**config.mk**
```make
export PLATFORM = sky130hd
export DESIGN_NAME = mod_hello_arb
export DESIGN_NICKNAME = d
export VERILOG_FILES = /design/src/rtl/mod_hello_arb.sv
export SDC_FILE = /design/constraint.sdc
export NUM_CORES = 1
export LEC_CHECK = 0
export BUFFER_PORTS_ARGS = -buffer_cell sky130_fd_sc_hd__buf_2
export CAP_MARGIN = 5
export CORE_MARGIN = 5
export CORE_UTILIZATION = 54
export DETAILED_ROUTE_END_ITERATION = 10
export GPL_TIMING_DRIVEN = 1
export PLACE_DENSITY_LB_ADDON = 0.12
export SLEW_MARGIN = 20
export SYNTH_ARGS = -nofsm -noshare
export SYNTH_HDL_FRONTEND = slang
export SYNTH_SLANG_ARGS = --single-unit
export TNS_END_PERCENT = 50
```
**constraint.sdc**
```tcl
create_clock -name clk -period 3.3 [get_ports clk]
set_input_delay 0.495 -clock clk [delete_from_list [all_inputs] [get_ports clk]]
set_output_delay 0.495 -clock clk [all_outputs]
set_load 0.01 [all_outputs]
```
**src/rtl/mod_hello_arb.sv**
```systemverilog
// Round-robin arbiter serving NUM_CH four-phase req/ack channels through one
// latency-programmable service slot. Define MOD_HELLO_ARB_DISPLAY_EN for completion messages.
module mod_hello_arb #(
    parameter int NUM_CH  = 4,
    parameter int LATENCY = 2,
    parameter int CNT_W   = 8,
    parameter int ONCE    = 0,
    localparam int CH_W   = (NUM_CH > 1) ? $clog2(NUM_CH) : 1
) (
    input  logic                    clk,
    input  logic                    rst,
    input  logic [NUM_CH-1:0]       req,
    output logic [NUM_CH-1:0]       ack,
    output logic                    busy,
    output logic [CH_W-1:0]         last_ch,
    output logic [NUM_CH*CNT_W-1:0] served_cnt
);

    localparam int TMR_W = (LATENCY > 1) ? $clog2(LATENCY) : 1;

    typedef enum logic [1:0] {IDLE, SERVE, DONE} state_t;

    state_t              state_q;
    logic [NUM_CH-1:0]   ack_q;
    logic [NUM_CH-1:0]   served_q;
    logic                busy_q;
    logic [CH_W-1:0]     last_ch_q;
    logic [CH_W-1:0]     g_q;
    logic [CH_W-1:0]     rr_q;
    logic [TMR_W-1:0]    timer_q;
    logic [CNT_W-1:0]    cnt_q [NUM_CH];

    logic [NUM_CH-1:0]   elig;
    logic                grant_vld;
    logic [CH_W-1:0]     grant_idx;
    logic [CH_W:0]       sum;
    logic [CH_W-1:0]     g_next;
    logic [CNT_W-1:0]    cnt_inc;
    logic                count_en;

    assign elig     = req & ~ack_q;
    assign g_next   = (g_q == CH_W'(NUM_CH - 1)) ? '0 : g_q + 1'b1;
    assign cnt_inc  = (&cnt_q[g_q]) ? cnt_q[g_q] : cnt_q[g_q] + 1'b1;
    assign count_en = (ONCE == 0) || !served_q[g_q];

    // Scan offsets high to low so the smallest offset from rr_q wins.
    always_comb begin
        grant_vld = 1'b0;
        grant_idx = '0;
        sum       = '0;
        for (int k = NUM_CH - 1; k >= 0; k--) begin
            sum = {1'b0, rr_q} + (CH_W + 1)'(k);
            if (sum >= (CH_W + 1)'(NUM_CH))
                sum = sum - (CH_W + 1)'(NUM_CH);
            if (elig[sum[CH_W-1:0]]) begin
                grant_vld = 1'b1;
                grant_idx = sum[CH_W-1:0];
            end
        end
    end

    always_ff @(posedge clk or posedge rst) begin
        if (rst) begin
            state_q   <= IDLE;
            ack_q     <= '0;
            served_q  <= '0;
            busy_q    <= 1'b0;
            last_ch_q <= '0;
            g_q       <= '0;
            rr_q      <= '0;
            timer_q   <= '0;
            for (int i = 0; i < NUM_CH; i++)
                cnt_q[i] <= '0;
        end else begin
            for (int i = 0; i < NUM_CH; i++)
                if (ack_q[i] && !req[i])
                    ack_q[i] <= 1'b0;

            case (state_q)
                IDLE: begin
                    if (grant_vld) begin
                        g_q     <= grant_idx;
                        timer_q <= TMR_W'(LATENCY - 1);
                        state_q <= SERVE;
                        busy_q  <= 1'b1;
                    end
                end
                SERVE: begin
                    // A withdrawn request abandons the slot without touching rr_q.
                    if (!req[g_q]) begin
                        state_q <= IDLE;
                        busy_q  <= 1'b0;
                    end else if (timer_q == '0) begin
                        state_q <= DONE;
                    end else begin
                        timer_q <= timer_q - 1'b1;
                    end
                end
                DONE: begin
                    ack_q[g_q] <= 1'b1;
                    last_ch_q  <= g_q;
                    rr_q       <= g_next;
                    if (count_en) begin
                        cnt_q[g_q]    <= cnt_inc;
                        served_q[g_q] <= 1'b1;
`ifdef MOD_HELLO_ARB_DISPLAY_EN
                        $display("Hello world from channel %0d count %0d", g_q, cnt_inc);
`endif
                    end
                    state_q <= IDLE;
                    busy_q  <= 1'b0;
                end
                default: begin
                    state_q <= IDLE;
                    busy_q  <= 1'b0;
                end
            endcase
        end
    end

    assign ack     = ack_q;
    assign busy    = busy_q;
    assign last_ch = last_ch_q;

    generate
        for (genvar gi = 0; gi < NUM_CH; gi++) begin : g_cnt_out
            assign served_cnt[gi*CNT_W +: CNT_W] = cnt_q[gi];
        end
    endgenerate

endmodule

```
==> flow_summary.yaml <==
drt:
  met2_length_mm: 2.083
  vias: 1675
  drc: 0
  wl_per_cell_um: 15.42
  drt-met1-wl_mm: 2.398
  drtIter0Drc: 44
  ant_nets: 0
  drt_first_pass_iters: 4
  drt-total-wl_mm: 4.825
  wl_met3_um: 268
  top_layer: "met4"
  viasPerCell: 5.351
clocking:
  htreeDepth: 2
  cts_tree: "built"
  insertion_delay_ps: 300
  cts_hold_buf: 0
  cts_made_buffers: 5
  clk_path_buf_depth: 2
  clk_pin_slew_ps: 80
  cts_root_buffer: "clkbuf_8"
  post_cts_buffers: 0
  cts_sinks: 46
  post_cts_resize_count: 0
logic_synthesis:
  synth_nets: 229
  yosys-top-cells-area: "dfrtp_1 (51%), nand2_1 (9.4%), mux4_2 (7.9%)"
  synth_top_area_share_pct: 50.52
  synth_area_um2: 2278
  synth-seq-cells: 46
  avgSynthCellArea_um2: 10.45
  ys_types: 36
  synth-compound-area-share_pct: 13.73
  yosys.area_share.simple_pct: 15.32
  synthMuxAreaShare_pct: 13.51
  synth_fa_ha_area_share_pct: 2.746
  netlist_instances: 218
  synth_top_family_by_area: "simple AND/OR/NAND/NOR gates"
  ys_seq_area_share_pct: 50.52
  synth_top_cell_by_area: "dfrtp_1"
  synthXorXnorAreaFrac_pct: 1.153
  async_flop_share_pct: 100.0
  synth_edf_count: 0
  ys.flop_type: "dfrtp_1"
  yosysWarnings: 0
power_and_ir_drop:
  leakagePower_nw: 1.253
  swShare_pct: 36.26
  p_switching_uw: 617.9
  p_int_mw: 1.086
  clkPwrFrac_pct: 18.9
  combPwrFrac_pct: 36.7
  p_per_area_nw_per_um2: 652.9
  peakVddDrop_mv: 0.4404
  pwr-share-seq_pct: 44.4
  power.total_mw: 1.704
grt:
  antenna_found_initial: 0
  grt_pass1_wl_mm: 7.866
  grt_pass1_vias: 1608
  grt.total_usage_pct: 18.81
  grt-ovfl-total: 0
  grt_max_degree: 25
timing:
  worst_slew_pin_slew_ps: 1018
  fin_crit_sh_pct: 72.23
  setup_viol: 0
  drv_slew: 0
  finalSetupTns_ps: 0
  slew_headroom_pct: 31.24
  skew_ps: 6.041
  min_period_ps: 2384
  timing.final.hold_violations: 0
  rsz0062_at_grt: "false"
  timing.fmax_mhz: 419.5
final_layout:
  layout_common_cells: "nand2_1 (57), dfrtp_1 (46), buf_2 (44)"
  area_growth_pct: 14.55
  diodes: 0
  fillers: 348
  num-nets-final: 274
  final_area_um2: 2610
  final_common_cell: "nand2_1"
  drive_gt1_share_pct: 28.52
worst_setup_path:
  crit_buf_inv: 0
  crit_chain: "mux4_2 -> ha_1 -> nand2_1 -> o22ai_2 -> and3_4 -> xor2_1 -> o21ai_1"
  critPathKind: "reg -> reg"
  end_kind: "flip-flop"
  critPathMaxFanout: 6
  crit_family: "flip-flops"
  worstPathArrival_ps: 2540
  startpoint_type: "flip-flop"
  worst_ep_required_time_ps: 3460
  cpPeakStageDelay_ps: 420
  slowest_stage: "dfrtp_1"
place:
  hpwl_mm: 3.441
  place_area_um2: 2534
  portBuffers: 44
  place_congestion: 0.7671
floorplanning:
  coreArea_um2: 4058
  die_x_um: 74.96
  rows: 23
  start_util_pct: 56.15
  dieHeight_um: 74.96
  num_io_pins: 45
  dieArea_um2: 5618
run:
  cap_violations: 0
worst_hold_path:
  min_path_type: "in -> async"
status:
  status: "finished clean"
## power groups by stage
stage                     registers, mW  clock network [mW]  logic [mW]
after detailed placement          0.765                   0       0.626
after floorplan                   0.778                   0       0.455
after global routing              0.774               0.352       0.688
after CTS                         0.755               0.332       0.628
after global placement            0.767                   0       0.612
final                             0.756               0.322       0.626
## final timing paths
kind                              start             end  slack [ps]  cells after the start
min in group clk                 req[0]          ack[0]         420                      3
worst min-delay path                rst   served_cnt[4]         230                      2
worst min register to register  timer_q      state_q[1]         450                      1
max in group asynchronous           rst          ack[0]        2350                      3
worst max-delay path             g_q[0]  served_cnt[16]         920                      7
worst max register to register   g_q[0]  served_cnt[16]         920                      7
## metal layers
metal	vias up	global-route usage [%]
met1	778	26.68
met3	8	5.207
li1	847	-
met2	42	27.85
met4	0	6.719
met5	-	0
## per-stage QoR
stage / std cells / setup WS (ps) / hold WS, ps / util, %
after floorplan: 218 / 926.5 / 425.3 / -
after global routing: 313 / 811.8 / 301.7 / 64.32
after detailed placement: 306 / 979.8 / 440.2 / 62.44
after global placement: 306 / 1017 / 436.7 / 62.44
final: 313 / 916.5 / 230.0 / 64.32
after CTS: 313 / 957.8 / 242.3 / 64.32
## worst reg2reg max path, stage by stage (launching register included)
cell and delay (ps):
dfrtp_1 420, mux4_2 410, ha_1 260, nand2_1 90
o22ai_2 270, and3_4 310, xor2_1 360, o21ai_1 120
## registers in the layout (all words and copies together), names as in the netlist
| register | cells |
|---|---|
| busy | 1 |
| ack | 4 |
| last_ch | 2 |
| timer_q | 1 |
| rr_q | 2 |
| served_cnt | 32 |
| state_q | 2 |
| g_q | 2 |
## layout make-up
type                       instances  area, um^2  area share, %
sequential                        46        1151          44.10
inverter                           5       18.77         0.7191
tap                               50       62.56          2.397
multi-input combinational        158        1059          40.56
timing repair buffer              47       242.7          9.300
clock buffer                       7       76.32          2.924
## synthesized netlist by cell type, drive strengths merged (3+ instances only)
| cell type | number |
|---|---|
| clkbuf | 5 |
| nand2b | 3 |
| dfrtp | 46 |
| ha | 5 |
| nor2 | 5 |
| buf | 4 |
| o21ai | 37 |
| mux2i | 7 |
| mux2 | 4 |
| nand2 | 57 |
| a21oi | 5 |
| mux4 | 8 |
| nor2b | 5 |
| inv | 5 |
## cell families after synthesis
group / after synthesis
simple gates: 79
compound gates: 52
flops: 46
mux: 19
buf+inv: 14
fa+ha+maj: 5
xor+xnor: 3
Power figures use the tool's default switching activity.
